[src/rtl/fll_controller.sv]
// Frequency-locked-loop trim controller: counts clock cycles per osc period and steps a thermometer trim word.
// Build with DLL_LOCK_EN defined to include lock detection; otherwise `locked` is tied low.
module fll_controller #(
    parameter int TRIM_BITS   = 26,
    parameter int DIV_BITS    = 8,
    parameter int TRIM_INIT   = 13,
    parameter int HYST        = 1,
    parameter int SYNC_STAGES = 2,
    parameter int LOCK_COUNT  = 4
) (
    input  logic                           clock,
    input  logic                           reset,
    input  logic                           osc,
    input  logic [DIV_BITS-1:0]            div,
    input  logic                           dco,
    input  logic [TRIM_BITS-1:0]           ext_trim,
    output logic [TRIM_BITS-1:0]           trim,
    output logic [$clog2(TRIM_BITS+1)-1:0] tval,
    output logic                           locked
);
    // state   | meaning
    // IDLE    | dco bypass, trim follows ext_trim
    // ACQUIRE | first osc edge only primes the period counter
    // TRACK   | one trim adjustment per osc period
    // LOCKED  | LOCK_COUNT consecutive in-window periods seen
    localparam int TW = $clog2(TRIM_BITS + 1);
    localparam int CW = DIV_BITS + 1;

    typedef enum logic [1:0] {IDLE, ACQUIRE, TRACK, LOCKED} state_t;

    state_t                 state;
    logic [SYNC_STAGES-1:0] sync_q;
    logic                   edge_q;
    logic                   osc_edge;
    logic [CW-1:0]          cnt;
    logic [CW-1:0]          div_ext;
    logic [CW-1:0]          lo;
    logic [CW-1:0]          hi;
    logic                   up;
    logic                   dn;
    logic [TW-1:0]          tval_adj;
`ifdef DLL_LOCK_EN
    localparam int LCW = $clog2(LOCK_COUNT + 1);
    logic [LCW-1:0]         lock_cnt;
`else
    assign locked = 1'b0;
`endif

    function automatic logic [TRIM_BITS-1:0] thermo(input logic [TW-1:0] v);
        logic [TRIM_BITS-1:0] t;
        for (int i = 0; i < TRIM_BITS; i++) t[i] = (TW'(i) < v);
        return t;
    endfunction

    // cnt holds the period measurement during the osc_edge cycle
    always_comb begin
        div_ext = {1'b0, div};
        if (div == '0) begin
            lo = CW'(HYST);
            hi = CW'(HYST);
        end else begin
            hi = div_ext + CW'(HYST);
            lo = (div_ext > CW'(HYST)) ? div_ext - CW'(HYST) : '0;
        end
        up = (cnt > hi);
        dn = (cnt < lo);
        tval_adj = tval;
        if (up && tval != TW'(TRIM_BITS))
            tval_adj = tval + 1'b1;
        else if (dn && tval != '0)
            tval_adj = tval - 1'b1;
    end

    always_ff @(posedge clock) begin
        if (reset) begin
            sync_q   <= '0;
            edge_q   <= 1'b0;
            osc_edge <= 1'b0;
            cnt      <= '0;
            tval     <= TW'(TRIM_INIT);
            trim     <= thermo(TW'(TRIM_INIT));
            state    <= dco ? IDLE : ACQUIRE;
`ifdef DLL_LOCK_EN
            lock_cnt <= '0;
            locked   <= 1'b0;
`endif
        end else begin
            sync_q   <= {sync_q[SYNC_STAGES-2:0], osc};
            edge_q   <= sync_q[SYNC_STAGES-1];
            osc_edge <= sync_q[SYNC_STAGES-1] & ~edge_q;
            if (osc_edge)
                cnt <= CW'(1);
            else if (cnt != '1)
                cnt <= cnt + 1'b1;

            if (dco) begin
                state <= IDLE;
                trim  <= ext_trim;
`ifdef DLL_LOCK_EN
                lock_cnt <= '0;
                locked   <= 1'b0;
`endif
            end else begin
                case (state)
                    IDLE: begin
                        state <= ACQUIRE;
                        trim  <= thermo(tval);
                    end
                    ACQUIRE: if (osc_edge) state <= TRACK;
                    default: if (osc_edge) begin
                        tval <= tval_adj;
                        trim <= thermo(tval_adj);
`ifdef DLL_LOCK_EN
                        if (up || dn) begin
                            lock_cnt <= '0;
                            locked   <= 1'b0;
                            state    <= TRACK;
                        end else if (state == TRACK) begin
                            if (lock_cnt == LCW'(LOCK_COUNT - 1)) begin
                                state  <= LOCKED;
                                locked <= 1'b1;
                            end else begin
                                lock_cnt <= lock_cnt + 1'b1;
                            end
                        end
`endif
                    end
                endcase
            end
        end
    end
endmodule

[config.mk]
export PLATFORM = sky130hd
export DESIGN_NAME = fll_controller
export DESIGN_NICKNAME = d
export VERILOG_FILES = /design/src/rtl/fll_controller.sv
export SDC_FILE = /design/constraint.sdc
export NUM_CORES = 1
export LEC_CHECK = 0
export ABC_AREA = 1
export ABC_CLOCK_PERIOD_IN_PS = 5300
export BUFFER_PORTS_ARGS = -buffer_cell sky130_fd_sc_hd__buf_2
export CAP_MARGIN = 0
export CORE_ASPECT_RATIO = 1.5
export CORE_MARGIN = 2
export CORE_UTILIZATION = 40
export CTS_CLUSTER_SIZE = 24
export DETAILED_ROUTE_END_ITERATION = 10
export GPL_TIMING_DRIVEN = 0
export HOLD_SLACK_MARGIN = 0.03
export SYNTH_ARGS = -nofsm -noshare
export SYNTH_HDL_FRONTEND = slang
export SYNTH_SLANG_ARGS = --single-unit
export TNS_END_PERCENT = 5
[constraint.sdc]
create_clock -name clock -period 5.3 [get_ports clock]
set_clock_uncertainty 0.2 [all_clocks]
set_input_delay 1.325 -clock clock [delete_from_list [all_inputs] [get_ports clock]]
set_output_delay 1.325 -clock clock [all_outputs]
set_load 0.03 [all_outputs]
==> results.py, run 1 <==
metrics = {
    "final_layout": {
        "fin_nets": 715,
        "drive_above_1_share": 0.1935,
        "antenna_cells": 0,
        "synthToLayoutAreaGrowth_pct": 17.61,
    },
    "hold_path": {
        "hold_path.startpoint": "edge_q",
        "min_path_type": "flip-flop to flip-flop",
        "holdPathStages": 1,
        "hold_end": "osc_edge",
    },
    "synthesis": {
        "synth_xor_area_frac": 0.02628,
        "synth_cell_type_count": 40,
        "netlist.area_leader.share": 0.2403,
        "ys_seq_elements": 46,
        "syn_area_sq_um": 3666,
        "yosys-top-cells-area": "dfxtp_1 (24%), nand2_1 (15%), ha_1 (9.2%), nor2_1 (7.4%), a21oi_1 (5.9%)",
        "synth_mux_area_frac": 0,
        "yosysSeqAreaShare": 0.2567,
        "netlist_instances": 576,
        "synth-compound-area-share": 0.1802,
        "synth_adder_area_share": 0.09215,
        "syn-mean-instance-area_sq_um": 6.365,
        "synth_area_leader_cell": "dfxtp_1",
        "yosys.area_share.simple": 0.3642,
        "yosys_warnings": 0,
        "synth_top_family_by_area": "simple AND/OR/NAND/NOR gates",
        "synth_nets": 641,
    },
    "placed_design": {
        "routabilityCongestion": 0.9860,
        "numPortBuffers": 67,
        "dp_hpwl_microns": 9291,
    },
    "timing": {
        "tightest_slew_ps": 601.8,
        "fin_crit_ps": 4490,
        "max-slew-margin-rel": 0.5966,
        "rsz0062_at_grt": "false",
        "min_period_over_period": 0.8472,
        "slew_violations": 0,
        "fmax_mhz": 222.7,
        "tns_ps": 0,
        "setup_viol": 0,
        "timing.hold.ws_ps": 192.0,
        "hold_viol": 0,
    },
    "cts": {
        "cts.clk_slew.worst_paths_ps": 70,
        "clock_sinks": 46,
        "h-tree-depth": 2,
        "numCtsBuffers": 5,
        "cts_setup_buffers": 0,
        "clockRootBuffer": "clkbuf_16",
        "post_cts_resized": 0,
        "tritoncts": "built",
        "clk_latency_ps": 300,
        "cts-hold-fix-buffers": 0,
        "clock_path_buffers": 2,
    },
    "drt": {
        "wl_microns": 11640,
        "dr_wl_met2_microns": 6201,
        "met3_length_microns": 510,
        "vias_per_cell": 5.293,
        "antenna_left": 0,
        "drcViolationCount": 0,
        "wl_per_cell_microns": 15.29,
        "via_count": 4028,
        "met1_length_microns": 4369,
        "firstDrtPassIters": 5,
        "top_layer": "met4",
        "drt-initial-drc-count": 149,
    },
    "floorplan": {
        "initial_core_util": 0.4128,
        "rows": 42,
        "dieWidth_microns": 82.17,
        "ios": 70,
        "die_h_microns": 121.3,
        "dieArea_sq_um": 9963,
        "core_area_sq_um": 8881,
    },
    "power": {
        "ir_worst_vdd_mv": 0.1809,
        "power.density_nw_per_um2": 241.1,
        "p_leak_nw": 2.142,
    },
    "critical_path": {
        "cp_data_arrival_time_ps": 4460,
        "critPathCaptureType": "flip-flop",
        "path_max_fanout": 9,
        "r2r_slack_ps": 2140,
        "critical_path_class": "input port to flip-flop",
        "reg2reg_depth": 18,
        "r2r-end": "trim[4]",
        "start_kind": "input port",
        "reg2reg_from": "tval[0]",
        "cp.required_ps": 5270,
    },
    "global_routing": {
        "grt_max_degree": 17,
        "antenna_found_initial": 0,
        "grtUsageTotal": 0.2373,
        "grt_remaining_overflow": 0,
        "grt_pass1_vias": 3801,
        "grt_pass1_wl_microns": 17910,
    },
    "run_status": {
        "status": "completed",
    },
    "run": {
        "maxCapViolCount": 0,
    },
}
## cell families (layout without fill, tap and decap cells)
group	count (synthesis)	count (layout)
AND/OR/NAND/NOR	298	298
other	1	1
XOR/XNOR	11	11
flip-flops	46	46
buffers and inverters	75	150
AO/OA/AOI/OAI	118	118
adder cells (fa/ha/maj)	27	27
## cell usage in the layout, fill, tap and decap left out, types with 6 or more instances in the layout
cell type and count:
xor2_1 11, inv_1 49, inv_2 6, nor2_1 72, nand2_1 143, o21ai_0 37, dfxtp_1 44, a21oi_1 43
nand3_1 28, or2_2 8, clkbuf_1 11, nand2_2 12, buf_2 72, ha_1 27, nand4_1 13, o21ai_1 15
## registers in the layout (all words and copies together), names as in the netlist
name	count
trim	26
osc_edge	1
edge_q	1
state	2
sync_q	2
tval	5
cnt	9
## final cells by class
| cell class | instances | area [sq um] |
|---|---|---|
| fill | 973 | 4569 |
| multi-input combinational | 455 | 2434 |
| sequential | 46 | 940.9 |
| timing repair buffer | 67 | 335.3 |
| inverter | 58 | 217.7 |
| tap | 110 | 137.6 |
| clock buffer | 5 | 125.1 |
| buffer | 17 | 73.82 |
| clock inverter | 3 | 47.55 |
## layer usage
metal,up-vias,track usage
li1,2038,-
met1,1836,0.2425
met2,126,0.4421
met3,28,0.03051
met4,0,0.1375
met5,-,0
## power by group
part / switching [mW] / total [mW] / internal, mW
Clock: 0.157 / 0.383 / 0.227
Sequential: 0.0168 / 0.392 / 0.375
Combinational: 0.180 / 0.264 / 0.0841
## synthesized netlist by cell type, drive strengths merged
cell    instances
clkinv          3
nor2           80
clkbuf         11
or2             8
a21o            1
conb            1
nor4            2
edfxtp          2
nand3b          1
nand3          30
a21oi          46
o31ai           3
o21bai          3
nor3            6
xor2           11
dfxtp          44
nand4          13
o22ai           2
o211ai          4
buf             6
o21ai          53
nand2         158
ha             27
inv            55
a31oi           4
o21a            2
## worst max path at each step
| stage | startpoint | to | slack [ps] | depth (start not counted) |
|---|---|---|---|---|
| after floorplan | div[4] | trim[10] | 1090 | 23 |
| after global placement | div[1] | trim[18] | 510 | 22 |
| after global routing | div[4] | trim[18] | 480 | 21 |
| after CTS | div[4] | trim[18] | 820 | 21 |
| final | div[4] | trim[18] | 810 | 21 |
| after detailed placement | div[4] | trim[18] | 510 | 21 |
## critical path: stages
cell	delay [ps]
buf_2	180
nor2_2	60
nand2_1	150
clkinv_1	130
nand2_1	140
o21a_1	230
nand4_1	120
ha_1	310
nand2_1	80
nor4_1	450
nand2_4	120
nand2_1	80
nor2_1	60
o21ai_1	450
nand2_1	100
nor2_1	160
nand2_1	70
nand3_1	70
nand2_1	60
nand2_1	60
a21oi_1	60
## metrics by stage
stage	cell area (sq um)	power [mW]	setup WS, ps	cells	utilization
after floorplan	3666	0.5785	1087	576	-
after global placement	4139	0.6606	513.0	753	0.4660
after detailed placement	4139	0.6636	514.1	753	0.4660
after CTS	4312	1.046	820.7	761	0.4855
after global routing	4312	1.089	485.0	761	0.4855
final	4312	1.040	810.0	761	0.4855
No activity file was read; power rests on OpenSTA's default activity.
==> run 2, diff against run 1 <==
--- a/config.mk
+++ b/config.mk
@@ -6,7 +6,7 @@
 export NUM_CORES = 1
 export LEC_CHECK = 0
 export ABC_AREA = 1
-export ABC_CLOCK_PERIOD_IN_PS = 5300
+export ABC_CLOCK_PERIOD_IN_PS = 3900
 export BUFFER_PORTS_ARGS = -buffer_cell sky130_fd_sc_hd__buf_2
 export CAP_MARGIN = 0
 export CORE_ASPECT_RATIO = 1.5
==> constraint.sdc (replaced) <==
create_clock -name clock -period 3.9 [get_ports clock]
set_clock_uncertainty 0.2 [all_clocks]
set_input_delay 0.975 -clock clock [delete_from_list [all_inputs] [get_ports clock]]
set_output_delay 0.975 -clock clock [all_outputs]
set_load 0.03 [all_outputs]
==> results.py, run 2 (same netlist as run 1, synthesis figures left out) <==
metrics = {
    "critical_path": {
        "cp_data_arrival_time_ps": 3810,
        "critical_path_class": "input port to flip-flop",
        "path_delay_family": "simple AND/OR/NAND/NOR gates",
        "cp.required_ps": 3900,
        "crit_slowest_cell": "ha_1",
        "r2r-end": "trim[23]",
        "crit_top_cell": "nand2_1",
        "r2r_slack_ps": 760,
        "start_kind": "input port",
        "max_stage_delay_ps": 340,
        "critPathCaptureType": "flip-flop",
        "path_max_fanout": 7,
        "reg2reg_from": "tval[0]",
        "crit_chain": "clkbuf_4 -> ha_1 -> nand2_1 -> nand2_2 -> nand2_2 -> o21a_4 -> nand4_1 -> ha_1 -> nand2_2 -> o21ai_1 -> a21oi_2 -> nand3_4 -> nand2_1 -> nand3_2 -> nand2_4 -> inv_2 -> nor2_4 -> nand3_1 -> nand2_1 -> o21ai_1 -> nand2_1 -> nand2_1",
        "crit_buf_inv": 2,
        "reg2reg_depth": 14,
    },
    "final_layout": {
        "antenna_cells": 0,
        "nFillCells": 942,
        "synthToLayoutAreaGrowth_pct": 28.84,
        "regMostFlops": "trim",
        "seq_area_sq_um": 940.9,
        "drive_above_1_share": 0.2804,
        "largestRegisters": "trim x26, cnt x9, tval x5",
        "fin_nets": 731,
        "layout_common_cells": "nand2_1 (126), buf_2 (67), nor2_1 (64)",
        "largest_reg_flops": 26,
        "final_cell_area_sq_um": 4723,
        "final_common_cell": "nand2_1",
        "multi_input_area_sq_um": 2683,
    },
    "floorplan": {
        "ios": 70,
        "dieWidth_microns": 82.17,
        "initial_core_util": 0.4128,
        "dieArea_sq_um": 9963,
        "core_area_sq_um": 8881,
        "rows": 42,
        "die_h_microns": 121.3,
    },
    "timing": {
        "slew_violations": 0,
        "setup_slack_ps": 95.07,
        "max-slew-margin-rel": 0.5866,
        "min_period_over_period": 0.9756,
        "tns_ps": 0,
        "setup_viol": 0,
        "fin_crit_ps": 3805,
        "tightest_slew_ps": 616.7,
        "timing.hold.ws_ps": 192.3,
        "fmax_mhz": 262.8,
        "rsz0062_at_grt": "true",
        "hold_viol": 0,
    },
    "drt": {
        "via_count": 4111,
        "wl_microns": 12100,
        "dr_wl_met2_microns": 6538,
        "met3_length_microns": 510,
        "wl_per_cell_microns": 15.57,
        "firstDrtPassIters": 5,
        "drt-initial-drc-count": 133,
        "met1_length_microns": 4462,
        "drcViolationCount": 0,
        "antenna_left": 0,
        "top_layer": "met4",
        "vias_per_cell": 5.291,
    },
    "global_routing": {
        "grt_max_degree": 17,
        "grtUsageTotal": 0.2411,
        "antenna_found_initial": 0,
        "grt_pass1_wl_microns": 18190,
        "grt_pass1_vias": 3870,
        "grt_remaining_overflow": 0,
    },
    "hold_path": {
        "hold_end": "osc_edge",
        "holdPathStages": 1,
        "min_path_type": "flip-flop to flip-flop",
        "hold_path.startpoint": "edge_q",
    },
    "cts": {
        "clock_path_buffers": 2,
        "cts.clk_slew.worst_paths_ps": 70,
        "numCtsBuffers": 5,
        "clockRootBuffer": "clkbuf_16",
        "h-tree-depth": 2,
        "clk_latency_ps": 300,
        "clock_sinks": 46,
        "tritoncts": "built",
    },
    "run": {
        "maxCapViolCount": 0,
    },
    "power": {
        "power_frac_comb": 0.269,
        "p_leak_nw": 2.279,
        "p_clk_frac": 0.363,
        "fin_total_pwr_mw": 1.447,
        "p_switching_mw": 0.5012,
        "power.density_nw_per_um2": 306.4,
        "swShare": 0.3463,
        "pwr-share-seq": 0.368,
        "p_int_mw": 0.9462,
        "ir_worst_vdd_mv": 0.2439,
    },
    "placed_design": {
        "place_area_sq_um": 4139,
        "routabilityCongestion": 0.9860,
        "numPortBuffers": 67,
        "place_ws_ps": -535.9,
        "dp_hpwl_microns": 9291,
    },
    "run_status": {
        "status": "completed",
    },
}
[run 2: changes by cell type in the layout (fill, tap and decap cells not counted), moves of 5 or more]
cell and delta:
nor2_4 +5, nand2_1 -17, nand2_4 +6, nor2_1 -8, nand3_1 -5, buf_2 -5, buf_4 +16, nand2_2 +10
nand3_2 +5
[run 2: repair_timing]
| item | in CTS | in global routing |
|---|---|---|
| gates resized for setup | 10 | 63 |
| pin swaps | 1 | 30 |
| buffers inserted | 3 | 13 |
| hold buffers | 0 | 0 |
| endpoints found under the setup margin | 22 | 26 |
| hold endpoints to repair | 0 | 0 |
[run 2: worst max path at each step]
stage	from	end	depth (start not counted)
3_5_place_dp	div[4]	trim[18]	21
2_1_floorplan	div[4]	trim[10]	23
6_report	div[0]	trim[4]	22
3_3_place_gp	div[1]	trim[18]	22
4_1_cts	div[4]	trim[0]	21
5_1_grt	div[0]	trim[4]	22
[run 2: stage by stage]
step                instances  utilization
floorplan                 576            -
global placement          753       0.4660
detailed placement        753       0.4660
CTS                       764       0.4932
global route              777       0.5318
finish                    777       0.5318
[run 2: area by class of cell]
type                            instances  share of cell area
Multi-Input combinational cell        455              0.5679
Sequential cell                        46              0.1992
Timing Repair Buffer                   83              0.1038
Inverter                               58             0.04715
Tap cell                              110             0.02914
Clock buffer                            5             0.02649
Buffer                                 17             0.01616
Clock inverter                          3             0.01007
[run 2: power by group through the flow]
stage	Combinational [mW]	Sequential (mW)	Clock [mW]
after CTS	0.367	0.532	0.528
after detailed placement	0.360	0.542	0
after floorplan	0.189	0.598	0
after global routing	0.428	0.537	0.546
final	0.389	0.532	0.526
after global placement	0.356	0.541	0
[run 2: metal layers]
| layer | track usage | vias to the layer above |
|---|---|---|
| li1 | - | 2076 |
| met1 | 0.2425 | 1894 |
| met2 | 0.4543 | 110 |
| met3 | 0.03497 | 31 |
| met4 | 0.1323 | 0 |
| met5 | 0 | - |
==> run 3, diff against run 2 <==
--- a/config.mk
+++ b/config.mk
@@ -16,6 +16,8 @@
 export DETAILED_ROUTE_END_ITERATION = 10
 export GPL_TIMING_DRIVEN = 0
 export HOLD_SLACK_MARGIN = 0.03
+export PLACE_DENSITY_LB_ADDON = 0.2
+export REMOVE_ABC_BUFFERS = 1
 export SYNTH_ARGS = -nofsm -noshare
 export SYNTH_HDL_FRONTEND = slang
 export SYNTH_SLANG_ARGS = --single-unit
==> results.py, run 3 (same netlist as run 1, synthesis figures left out) <==
metrics = {
    "run_status": {
        "status": "completed",
    },
    "critical_path": {
        "cp.required_ps": 3850,
        "startpoint": "div[0]",
        "reg2reg_from": "tval[0]",
        "start_kind": "input port",
        "cp_data_arrival_time_ps": 3740,
        "reg2reg_depth": 14,
        "critical_path_class": "input port to flip-flop",
        "r2r-end": "trim[0]",
        "path_max_fanout": 6,
        "critPathCaptureType": "flip-flop",
        "r2r_slack_ps": 840,
    },
    "cts": {
        "tritoncts": "built",
        "cts-hold-fix-buffers": 0,
        "numCtsBuffers": 5,
        "clock_sinks": 46,
        "cts.clk_slew.worst_paths_ps": 70,
        "h-tree-depth": 2,
        "clk_latency_ps": 290,
        "clockRootBuffer": "clkbuf_16",
        "clock_path_buffers": 2,
    },
    "drt": {
        "antenna_left": 0,
        "wl_per_cell_microns": 14.53,
        "drt-initial-drc-count": 164,
        "vias_per_cell": 5.329,
        "wl_microns": 11070,
        "drcViolationCount": 0,
        "firstDrtPassIters": 4,
        "via_count": 4061,
    },
    "timing": {
        "setup_slack_ps": 114.2,
        "hold_viol": 0,
        "setup_viol": 0,
        "max-slew-margin-rel": 0.2631,
        "fmax_mhz": 264.1,
        "min_period_over_period": 0.9707,
        "tightest_slew_ps": 1104,
        "fin_crit_ps": 3786,
        "slew_violations": 0,
        "rsz0062_at_grt": "true",
    },
    "global_routing": {
        "met3_usage": 0.02455,
        "grt_max_degree": 39,
        "grt_remaining_overflow": 0,
        "antenna_found_initial": 0,
        "use_met1": 0.2594,
        "grt_pass1_wl_microns": 17690,
        "met2_usage": 0.4075,
        "grt_pass1_vias": 3809,
        "grtUsageTotal": 0.2281,
        "gr-max-usage-layer": "met2",
    },
    "floorplan": {
        "dieArea_sq_um": 9963,
        "rows": 42,
        "dieWidth_microns": 82.17,
        "ios": 70,
        "initial_core_util": 0.4128,
        "die_h_microns": 121.3,
        "core_area_sq_um": 8881,
    },
    "placed_design": {
        "numPortBuffers": 68,
        "routabilityCongestion": 0.9548,
        "place_ws_ps": -494.9,
        "dp_hpwl_microns": 8150,
    },
    "final_layout": {
        "antenna_cells": 0,
        "fin_nets": 716,
        "layout_common_cells": "nand2_1 (128), nor2_1 (66), buf_2 (63)",
        "nFillCells": 923,
        "largest_reg_flops": 26,
        "regMostFlops": "trim",
        "largestRegisters": "trim x26, cnt x9, tval x5",
        "drive_above_1_share": 0.2730,
        "synthToLayoutAreaGrowth_pct": 25.43,
        "final_common_cell": "nand2_1",
    },
    "hold_path": {
        "hold_end": "osc_edge",
        "hold_path.startpoint": "edge_q",
        "min_path_type": "flip-flop to flip-flop",
        "holdPathStages": 1,
    },
    "power": {
        "fin_total_pwr_mw": 1.347,
        "ir_worst_vdd_mv": 0.1651,
        "power.density_nw_per_um2": 293.0,
        "p_leak_nw": 2.217,
    },
    "run": {
        "maxCapViolCount": 0,
    },
}
run 3: changes by cell type in the layout (fill, tap and decap cells not counted), sizes merged:
cell	delta
buf	-3
clkinvlp	+2
inv	-1
clkbuf	-12
bufinv	-1
run 3: worst max-delay path by stage:
stage	end	slack, ps	depth (start not counted)
detailed placement	trim[22]	-490	22
global route	trim[4]	-50	24
floorplan	trim[10]	120	23
global placement	trim[22]	-450	22
finish	trim[0]	110	21
CTS	trim[10]	-10	23
run 3: routing by layer:
| metal | vias to the layer above | part of all wire |
|---|---|---|
| li1 | 2042 | - |
| met1 | 1875 | 0.38 |
| met2 | 113 | 0.53 |
| met3 | 31 | 0.040 |
| met4 | 0 | 0.045 |
| met5 | - | 0 |
run 3: critical path, stage by stage:
cell and delay, ps:
clkbuf_4 150, ha_1 200, nand2_1 70, nand2_2 60
nand2_2 90, o21a_4 160, nand4_1 90, ha_1 340
a21oi_2 130, o21ai_1 90, a21oi_2 160, buf_4 170
nand3_4 120, nand2_4 100, nand2_4 60, a21oi_4 220
nand2_2 110, nand2_4 100, o21ai_2 100, o21ai_1 150
nand3_1 80
run 3: cell type report:
type	instances	area [sq um]	share of cell area
multi-input combinational	455	2666	0.5799
sequential	46	940.9	0.2046
timing repair buffer	85	484.2	0.1053
inverter	58	220.2	0.04789
tap	110	137.6	0.02993
clock buffer	5	125.1	0.02721
clock inverter	3	23.77	0.005170
run 3: repair_timing:
action                     4_1_cts  5_1_grt
setup buffers                    3       14
setup endpoints to repair       19       26
resized for setup               10       58
gates cloned                     0        0
pin swaps                        3       28
run 3: metrics by stage:
stage | hold WS [ps] | setup TNS [ps] | instance area (sq um) | instances | util
after floorplan | 172.8 | 0 | 3592 | 559 | -
after global placement | 178.4 | -10300 | 4070 | 737 | 0.4583
after detailed placement | 192.1 | -8753 | 4076 | 737 | 0.4590
after CTS | 201.9 | -11.46 | 4293 | 748 | 0.4834
after global routing | 215.6 | -302.0 | 4598 | 762 | 0.5178
final | 193.8 | 0 | 4598 | 762 | 0.5178
run 3: power breakdown:
part           switching [mW]  total (mW)  internal [mW]  leakage, nW
clock network           0.201       0.441          0.240       0.0664
registers              0.0225       0.532          0.510        0.385
logic                   0.250       0.374          0.124         1.77
total                   0.473        1.35          0.874         2.22
